`config.mk`:
```
export PLATFORM = sky130hd
export DESIGN_NAME = gamecntl_fsm_flat
export DESIGN_NICKNAME = d
export VERILOG_FILES = /design/src/rtl/gamecntl_pkg.sv /design/src/rtl/gamecntl_if.sv /design/src/rtl/input_debounce.sv /design/src/rtl/gamecntl_fsm.sv /design/src/flat_wrapper.sv
export SDC_FILE = /design/constraint.sdc
export NUM_CORES = 1
export LEC_CHECK = 0
export BUFFER_PORTS_ARGS = -buffer_cell sky130_fd_sc_hd__buf_2
export CORE_AREA = 3 3 68 83
export CTS_CLUSTER_SIZE = 24
export DETAILED_ROUTE_END_ITERATION = 7
export DIE_AREA = 0 0 71 86
export PLACE_DENSITY = 0.68
export SETUP_SLACK_MARGIN = 0.1
export SYNTH_ARGS = -nofsm -noshare
export SYNTH_HDL_FRONTEND = slang
export SYNTH_HIERARCHICAL = 1
export SYNTH_SLANG_ARGS = --single-unit
```
`constraint.sdc`:
```
create_clock -name CLK_DRV -period 5.9 [get_ports CLK_DRV]
set_clock_uncertainty 0.2 [all_clocks]
set_input_delay 0.295 -clock CLK_DRV [delete_from_list [all_inputs] [get_ports CLK_DRV]]
set_output_delay 0.295 -clock CLK_DRV [all_outputs]
set_load 0.01 [all_outputs]
```
`src/rtl/gamecntl_pkg.sv`:
```
// Shared types and constants for the Space Race coin/credit and game-sequence controller.
package gamecntl_pkg;

  typedef enum logic [2:0] {ATTRACT, TRIG, WAIT_ACK, PLAY, GAME_OVER} gc_state_t;

  localparam int unsigned CREDIT_W = 4;

endpackage

```
`src/rtl/gamecntl_if.sv`:
```
// Cabinet-side signal bundle of the game controller: switches, timer handshake and status.
interface gamecntl_if;
  import gamecntl_pkg::*;

  logic                COIN_N;
  logic                START_N;
  logic                FREE_PLAY;
  logic                C9_OUT;
  logic                TRG_C9_N;
  logic                TRG_D9_N;
  logic                ATTRACT_N;
  logic                GAME_ON;
  logic                SCORE_CLR;
  logic [CREDIT_W-1:0] CREDITS;

  modport master (
    output COIN_N, START_N, FREE_PLAY, C9_OUT,
    input  TRG_C9_N, TRG_D9_N, ATTRACT_N, GAME_ON, SCORE_CLR, CREDITS
  );

  modport slave (
    input  COIN_N, START_N, FREE_PLAY, C9_OUT,
    output TRG_C9_N, TRG_D9_N, ATTRACT_N, GAME_ON, SCORE_CLR, CREDITS
  );

endinterface

```
`src/rtl/input_debounce.sv`:
```
// Two-flop synchronizer plus counting debouncer for an active-low switch; emits a one-cycle
// press pulse when the debounced level falls.
module input_debounce #(
  parameter int unsigned DEBOUNCE_CYC = 16
) (
  input  logic clk,
  input  logic rst,
  input  logic din_n,
  output logic press
);

  localparam int unsigned CntW = $clog2(DEBOUNCE_CYC + 1);

  logic            sync1_q, sync2_q, stable_q, press_q;
  logic [CntW-1:0] cnt_q;

  // cnt_q counts consecutive synchronized samples that disagree with the stable level.
  always_ff @(posedge clk) begin
    if (rst) begin
      sync1_q  <= 1'b1;
      sync2_q  <= 1'b1;
      stable_q <= 1'b1;
      cnt_q    <= '0;
      press_q  <= 1'b0;
    end else begin
      sync1_q <= din_n;
      sync2_q <= sync1_q;
      press_q <= 1'b0;
      if (sync2_q == stable_q) begin
        cnt_q <= '0;
      end else if (cnt_q == CntW'(DEBOUNCE_CYC - 1)) begin
        stable_q <= sync2_q;
        cnt_q    <= '0;
        press_q  <= ~sync2_q;
      end else begin
        cnt_q <= cnt_q + CntW'(1);
      end
    end
  end

  assign press = press_q;

endmodule

```
`src/rtl/gamecntl_fsm.sv`:
```
// Coin/credit and game-sequence controller: triggers the playtime and fuel-bar timers and
// tracks the game through attract, trigger, acknowledge, play and game-over phases.
module gamecntl_fsm
  import gamecntl_pkg::*;
#(
  parameter int unsigned DEBOUNCE_CYC = 16,
  parameter int unsigned CREDIT_MAX   = 9,
  parameter int unsigned TRG_W        = 4,
  parameter int unsigned ACK_TO       = 1024,
  parameter int unsigned GO_CYC       = 4096
) (
  input logic       CLK_DRV,
  input logic       RST,
  gamecntl_if.slave bus
);

  localparam int unsigned TrgCntW = $clog2(TRG_W + 1);
  localparam int unsigned AckCntW = $clog2(ACK_TO + 1);
  localparam int unsigned GoCntW  = $clog2(GO_CYC + 1);

  gc_state_t           state_q, state_d;
  logic [TrgCntW-1:0]  trg_cnt_q;
  logic [AckCntW-1:0]  ack_cnt_q;
  logic [GoCntW-1:0]   go_cnt_q;
  logic [CREDIT_W-1:0] credits_q, credits_d;
  logic                c9_q, c9_prev_q;
  logic                coin_press, start_press, consume;

  input_debounce #(.DEBOUNCE_CYC(DEBOUNCE_CYC)) u_coin_db (
    .clk   (CLK_DRV),
    .rst   (RST),
    .din_n (bus.COIN_N),
    .press (coin_press)
  );

  input_debounce #(.DEBOUNCE_CYC(DEBOUNCE_CYC)) u_start_db (
    .clk   (CLK_DRV),
    .rst   (RST),
    .din_n (bus.START_N),
    .press (start_press)
  );

  // Phase counters run only while their state persists, so they restart from zero on entry.
  always_ff @(posedge CLK_DRV) begin
    if (RST) begin
      state_q   <= ATTRACT;
      trg_cnt_q <= '0;
      ack_cnt_q <= '0;
      go_cnt_q  <= '0;
      credits_q <= '0;
      c9_q      <= 1'b0;
      c9_prev_q <= 1'b0;
    end else begin
      state_q   <= state_d;
      credits_q <= credits_d;
      c9_q      <= bus.C9_OUT;
      c9_prev_q <= c9_q;
      trg_cnt_q <= (state_q == TRIG && state_d == TRIG) ? trg_cnt_q + TrgCntW'(1) : '0;
      ack_cnt_q <= (state_q == WAIT_ACK && state_d == WAIT_ACK) ? ack_cnt_q + AckCntW'(1) : '0;
      go_cnt_q  <= (state_q == GAME_OVER && state_d == GAME_OVER) ? go_cnt_q + GoCntW'(1) : '0;
    end
  end

  always_comb begin
    state_d = state_q;
    unique case (state_q)
      ATTRACT: begin
        if (start_press && (credits_q != '0 || bus.FREE_PLAY)) state_d = TRIG;
      end
      TRIG: begin
        if (trg_cnt_q == TrgCntW'(TRG_W - 1)) state_d = WAIT_ACK;
      end
      WAIT_ACK: begin
        if (c9_q)                                    state_d = PLAY;
        else if (ack_cnt_q == AckCntW'(ACK_TO - 1)) state_d = GAME_OVER;
      end
      PLAY: begin
        if (c9_prev_q && !c9_q) state_d = GAME_OVER;
      end
      GAME_OVER: begin
        if (go_cnt_q == GoCntW'(GO_CYC - 1)) state_d = ATTRACT;
      end
      default: state_d = ATTRACT;
    endcase

    consume   = (state_q == ATTRACT) && (state_d == TRIG) && !bus.FREE_PLAY;
    credits_d = credits_q;
    if (coin_press && !consume) begin
      if (credits_q != CREDIT_W'(CREDIT_MAX)) credits_d = credits_q + CREDIT_W'(1);
    end else if (consume && !coin_press) begin
      credits_d = credits_q - CREDIT_W'(1);
    end else if (consume && coin_press && credits_q == CREDIT_W'(CREDIT_MAX)) begin
      // Saturated counter cannot absorb the coin, so only the consumption lands.
      credits_d = credits_q - CREDIT_W'(1);
    end
  end

  always_comb begin
    bus.TRG_C9_N  = (state_q != TRIG);
    bus.TRG_D9_N  = (state_q != TRIG);
    bus.ATTRACT_N = (state_q != ATTRACT);
    bus.GAME_ON   = (state_q == PLAY);
    bus.SCORE_CLR = (state_q == TRIG) && (trg_cnt_q == '0);
    bus.CREDITS   = credits_q;
  end

endmodule

```
`src/flat_wrapper.sv`:
```
// flat-port wrapper written by rule: the top's interface ports become plain ports
module gamecntl_fsm_flat import gamecntl_pkg::*;
#(
  parameter int unsigned DEBOUNCE_CYC = 16,
  parameter int unsigned CREDIT_MAX   = 9,
  parameter int unsigned TRG_W        = 4,
  parameter int unsigned ACK_TO       = 1024,
  parameter int unsigned GO_CYC       = 4096
)
  (CLK_DRV, RST, bus_COIN_N, bus_START_N, bus_FREE_PLAY, bus_C9_OUT, bus_TRG_C9_N, bus_TRG_D9_N, bus_ATTRACT_N, bus_GAME_ON, bus_SCORE_CLR, bus_CREDITS);
  gamecntl_if bus_i ();
  input logic CLK_DRV;
  input logic RST;
  input wire logic [$bits(bus_i.COIN_N)-1:0] bus_COIN_N;
  input wire logic [$bits(bus_i.START_N)-1:0] bus_START_N;
  input wire logic [$bits(bus_i.FREE_PLAY)-1:0] bus_FREE_PLAY;
  input wire logic [$bits(bus_i.C9_OUT)-1:0] bus_C9_OUT;
  output wire logic [$bits(bus_i.TRG_C9_N)-1:0] bus_TRG_C9_N;
  output wire logic [$bits(bus_i.TRG_D9_N)-1:0] bus_TRG_D9_N;
  output wire logic [$bits(bus_i.ATTRACT_N)-1:0] bus_ATTRACT_N;
  output wire logic [$bits(bus_i.GAME_ON)-1:0] bus_GAME_ON;
  output wire logic [$bits(bus_i.SCORE_CLR)-1:0] bus_SCORE_CLR;
  output wire logic [$bits(bus_i.CREDITS)-1:0] bus_CREDITS;
  assign bus_i.COIN_N = bus_COIN_N;
  assign bus_i.START_N = bus_START_N;
  assign bus_i.FREE_PLAY = bus_FREE_PLAY;
  assign bus_i.C9_OUT = bus_C9_OUT;
  assign bus_TRG_C9_N = bus_i.TRG_C9_N;
  assign bus_TRG_D9_N = bus_i.TRG_D9_N;
  assign bus_ATTRACT_N = bus_i.ATTRACT_N;
  assign bus_GAME_ON = bus_i.GAME_ON;
  assign bus_SCORE_CLR = bus_i.SCORE_CLR;
  assign bus_CREDITS = bus_i.CREDITS;
  gamecntl_fsm #(.DEBOUNCE_CYC(DEBOUNCE_CYC), .CREDIT_MAX(CREDIT_MAX), .TRG_W(TRG_W), .ACK_TO(ACK_TO), .GO_CYC(GO_CYC)) u_core (.CLK_DRV(CLK_DRV), .RST(RST), .bus(bus_i));
endmodule
```
# --- After elaboration in Yosys (flattened, before gate mapping) ---
# Index checks and enable logic that the tools add are counted.
word_totals:
  register_bits: 54
  input_bits: 6
  word_cells: 94
classes:
  add_sub_neg: 7
  n_eq_ne: 18
  muxes: 11
  bitwise_logic: 9
  n_reduce_logical: 32
ops:
  columns: ["op", "count"]
  rows:
  - ["2-to-1 mux 3 bit", 6]
  - ["2-to-1 mux 4 bit", 4]
  - ["one-hot mux 3 bit (5 select lines)", 1]
  - ["adder 13 x 1 -> 13 bit (second input constant)", 1]
  - ["== test 13 x 12 -> 1 bit (second input constant)", 1]
  - ["== test 3 x 2 -> 1 bit (second input constant)", 4]
  - ["logical AND 1 bit", 12]
  - ["OR reduction 3 bit", 4]
  - ["adder 11 x 1 -> 11 bit (second input constant)", 1]
  - ["== test 11 x 10 -> 1 bit (second input constant)", 1]
  - ["adder 5 x 1 -> 5 bit (second input constant)", 2]
  - ["== test 5 x 4 -> 1 bit (second input constant)", 2]
  - ["NOT 1 bit", 9]
  - ["== test 3 x 1 -> 1 bit (second input constant)", 2]
  - ["== test 3 bit (second input constant)", 2]
  - ["logical NOT 3 bit", 2]
  - ["AND reduction 2 bit", 3]
  - ["nonzero test 3 bit", 2]
  - ["OR reduction 2 bit", 3]
  - ["adder 4 x 1 -> 4 bit (second input constant)", 1]
  - ["== test 4 bit (second input constant)", 1]
  - ["logical NOT 1 bit", 4]
  - ["inequality test 4 bit (second input constant)", 1]
  - ["nonzero test 4 bit", 1]
  - ["other kinds (6)", 7]

# --- Longest topological paths before layout ---
logic_depth:
  word_depth: 13
  depth_mapped: 12
  ltp_nobuf: 11

# --- Modules after synthesis ---
# The synthesis kept the hierarchy.
by_module_without_submodules:
  columns: ["module", "instances", "cells_per_inst", "area_per_inst_um2", "seq_area_each_um2"]
  rows:
  - ["gamecntl_fsm", 1, 189, 1788.0, 720.7]
  - ["input_debounce", 2, 29, 321.6, 180.2]

# --- Least setup slack after synthesis ---
# OpenSTA, ideal clock, no wires.
synth_path:
  path_type: "reg2reg"
  startpoint: "register u_core.trg_cnt_q[0]"
  endpoint: "register u_core.credits_q[3] (netlist: u_core/bus.CREDITS[3])"
  setup_time_ns: 0.121
  t_arrival_ns: 2.562
  t_required_ns: 5.579
  setup_slack_ns: 3.017
  stages_incl_launch_ff: 12
  path_buffers: 0
  period_less_slack_ns: 2.883
  cell_sequence: "dfxtp_1 -> ha_1 -> ha_1 -> o31a_1 -> a211o_1 -> ha_1 -> inv_1 -> ha_1 -> a21oi_1 -> a21oi_1 -> o211ai_1 -> mux2_2"
synth_between:
  elab_chain_cells: 10
  word_cells_on_any_way: 16
synth_rtl:
  columns: ["item", "line_no", "rtl"]
  rows:
  - ["start: declaration", "gamecntl_fsm.sv:22", "logic [TrgCntW-1:0] trg_cnt_q;"]
  - ["start signal: assignment", "gamecntl_fsm.sv:58", "trg_cnt_q <= (state_q == TRIG && state_d == TRIG) ? trg_cnt_q + TrgCntW'(1) : '0;"]
  - ["== test 3 x 2 -> 1 bit (*)", "gamecntl_fsm.sv:71", "if (trg_cnt_q == TrgCntW'(TRG_W - 1)) state_d = WAIT_ACK;"]
  - ["2-to-1 mux 3 bit (*)", "gamecntl_fsm.sv:71", null]
  - ["one-hot mux 3 bit (5 select lines) (*)", "gamecntl_fsm.sv:66", "unique case (state_q)"]
  - ["== test 3 x 1 -> 1 bit (*)", "gamecntl_fsm.sv:86", "consume = (state_q == ATTRACT) && (state_d == TRIG) && !bus.FREE_PLAY;"]
  - ["logical AND 1 bit (*) (2 in series)", "gamecntl_fsm.sv:86", null]
  - ["logical NOT 1 bit or logical AND 1 bit (tied branches)", "gamecntl_fsm.sv:88, gamecntl_fsm.sv:92", null]
  - ["logical AND 1 bit, on equally long branches", "gamecntl_fsm.sv:88, gamecntl_fsm.sv:92", null]
  - ["inequality test 2 bit (no source line) or nonzero test 3 bit (tied branches)", null, null]
  - ["AND reduction 2 bit (no source line)", null, null]
  - ["end signal: assignment", "gamecntl_fsm.sv:55", "credits_q <= credits_d;"]
  - ["end: declaration", "gamecntl_fsm.sv:25", "logic [CREDIT_W-1:0] credits_q, credits_d;"]
# Mark *: on every way between the ends. The rest lies on a longest branch, timed or not.
# A chain may end at the register's enable or synchronous reset.

# --- Worst setup path after layout ---
# Ends and elaborated chain as after synthesis.

==> impl_metrics.toml <==
[flow_run]
cap_violations = 0

[synth]
syn_inst = 247
yosysUniqueCellTypes = 54
synth_top_family_by_area = "simple AND/OR/NAND/NOR gates"
synthAdderAreaFrac_pct = 7.51
synth_edf_count = 0
synthXorXnorAreaFrac_pct = 8.65
synth_compound_area_share_pct = 8.29
synth-seq-cells = 54
synth_simple_gate_area_share_pct = 26.6
ys_warn_count = 6
syn_nets = 267
synthArstFlopShare_pct = 0
yosysSeqAreaShare_pct = 44.5
syn_area_sq_um = 2430
ys.flop_type = "dfxtp_1"
postSynthAreaPerCell_sq_um = 9.84
muxShareOfSynthArea_pct = 0.463

[power]
p_int_w = 0.000497
swShare_pct = 20.1
switchingPower_w = 0.000125
p_comb_share_pct = 1.5
finalPower_w = 0.000622
p_seq_share_pct = 59.1
clkPwrFrac_pct = 39.4
vdd_drop_max_uv = 168
power.leakage_nw = 1.00
power.density_nw_per_um2 = 233

[floorplanning]
die_width_um = 71
num_rows = 28
initial_utilization_pct = 49.6
pin_count = 15
die_area_sq_um = 6110
core_sq_um = 4900
die_h_um = 86

[grt]
grt_max_degree = 26
grt_remaining_overflow = 0
grt_pass1_vias = 1605
antenna_found_initial = 0
grt_pass1_wl_mm = 6.80
track_usage_pct = 13.6

[layout]
nets = 283
syn2layout_area_growth_pct = 9.62
antennaDiodeCount = 0
mostFrequentLayoutCells = "dfxtp_1 (54), nor2_1 (37), xor2_1 (16), buf_2 (14), inv_1 (14)"
fillers = 462
fin_cells = 324
regArea_sq_um = 1080
drive_above_1_share_pct = 17.8
multi_input_area_sq_um = 1250
mostFrequentLayoutCell = "dfxtp_1"

[outcome]
status = "finished, final reports clean"

[clocking]
cts_sinks = 54
clockRootBuffer = "clkbuf_8"
cts_setup_buffers = 0
cts_buffers = 5
cts_htree_levels = 2
clock_path_buffers = 2
cts.reportedPaths.clkPinSlew_ns = 0.10
cts_tree = "done"
insertion_delay_ns = 0.30

[worst_setup_path]
cp-start-kind = "flip-flop"
crit_path_end_kind = "flip-flop"
crit_arrival_ns = 3.13
path_class = "reg -> reg"
required_ns = 5.90
path_max_fanout = 5

[timing]
final.setup.tns_ns = 0
fin_crit_ns = 3.12
rsz0062_at_grt = "no"
max_freq_mhz = 320
fin_crit_sh_pct = 52.9
worst_pin_slew_ns = 0.430
setup_violations = 0
final-hold-violation-count = 0
maxSlewHeadroom_pct = 71.4
drv_slew = 0

[placement]
dp_hpwl_mm = 2.77
globalplace.congestion = 0.827
io_buffers = 14
post-place-cells = 314

[detailed_routing]
drc = 0
drtIter0Drc = 51
dr.pass1.iters = 4
postRouteAntennaNets = 0
routed_wl_mm = 3.76
viasPerCell = 5.19
vias = 1682
wire_per_inst_um = 11.6

[hold_path]
hold_path.class = "in -> reg"
-- per-layer routing --
metal,wire [um],vias to the layer above,GRT usage [%]
met5,0,-,0
met1,1740,776,16.1
li1,-,883,-
met3,124,5,3.63
met4,49,0,4.79
met2,1850,18,23.5
-- repair_timing --
item | 4_1_cts | 5_1_grt
hold endpoints to repair | 2 | 0
hold buffers | 2 | 0
resized for setup | 0 | 0
-- sequential cells by signal, summed over array words and instances (netlist names), 3 cells and up --
| register | flops |
|---|---|
| u_core/go_cnt_q | 13 |
| u_core/ack_cnt_q | 11 |
| u_core/u_coin_db/cnt_q | 5 |
| u_core/u_start_db/cnt_q | 5 |
| u_core/bus.CREDITS | 4 |
| u_core/state_q | 3 |
| u_core/trg_cnt_q | 3 |
-- cells in the mapped netlist (2+ instances only) --
library cell / instances / area share [%]
a211o_1: 2 / 0.72
a211o_2: 2 / 0.82
a211oi_1: 2 / 0.62
a21oi_1: 5 / 1.0
and3_1: 6 / 1.5
and3_2: 2 / 0.62
and4_1: 2 / 0.72
and4bb_2: 2 / 1.0
buf_2: 2 / 0.41
buf_4: 2 / 0.62
dfxtp_1: 54 / 44
ha_1: 13 / 6.7
inv_1: 14 / 2.2
nand2_1: 7 / 1.1
nand3_1: 13 / 2.7
nand4_1: 7 / 1.8
nor2_1: 37 / 5.7
nor2b_1: 6 / 1.5
nor3b_1: 3 / 0.93
o21ai_0: 2 / 0.41
or2_2: 4 / 1.0
or3_1: 2 / 0.51
or3_4: 5 / 2.3
xnor2_1: 8 / 2.9
xor2_1: 16 / 5.8
-- per-stage QoR --
stage	hold slack, ns	instance area, sq um	setup WS, ns	utilization, %
finish	0.0170	2670	2.78	54.3
global placement	0.193	2530	2.92	51.6
detailed placement	0.196	2530	2.81	51.6
global route	0.0259	2670	2.60	54.3
floorplan	0.189	2430	3.02	-
CTS	0.00945	2670	2.79	54.3
-- final timing paths --
path,cells past startpoint,startpoint,slack (ns),to
max,11,u_core/trg_cnt_q[0],2.78,u_core/bus.CREDITS[3]
min,2,bus_C9_OUT,0.02,u_core/c9_q
min reg2reg,1,u_core/u_start_db/sync1_q,0.22,u_core/u_start_db/sync2_q
max reg2reg,11,u_core/trg_cnt_q[0],2.78,u_core/bus.CREDITS[3]
-- power groups by stage --
stage,Combinational (W),Sequential [W],Clock [W]
after global routing,0.0000102,0.000368,0.000265
after global placement,0.00000818,0.000376,0
after CTS,0.00000928,0.000368,0.000255
final,0.00000905,0.000368,0.000245
after detailed placement,0.00000832,0.000377,0
after floorplan,0.00000446,0.000376,0
-- layout make-up --
cell class / instances / area share, %
Clock inverter: 3 / 1.69
Sequential cell: 54 / 40.6
Tap cell: 60 / 2.82
Clock buffer: 5 / 2.58
Timing Repair Buffer: 16 / 3.38
Multi-Input combinational cell: 172 / 47.0
Inverter: 14 / 1.97
-- kinds of logic (layout without fill, tap and decap cells) --
family          after synthesis  in the layout
flops                        54             54
buf+inv                      21             38
compound gates               25             25
fa+ha+maj                    14             14
simple gates                108            108
mux                           1              1
xor+xnor                     24             24
-- critical path, stage by stage, from the launching register on --
cell and delay (ns):
dfxtp_1 0.34, ha_1 0.20, ha_1 0.21, o31a_1 0.28
a211o_1 0.30, ha_1 0.19, inv_1 0.15, ha_1 0.30
a21oi_1 0.23, a21oi_1 0.09, o211ai_1 0.19, mux2_2 0.35
No activity file was read; power rests on OpenSTA's default activity.
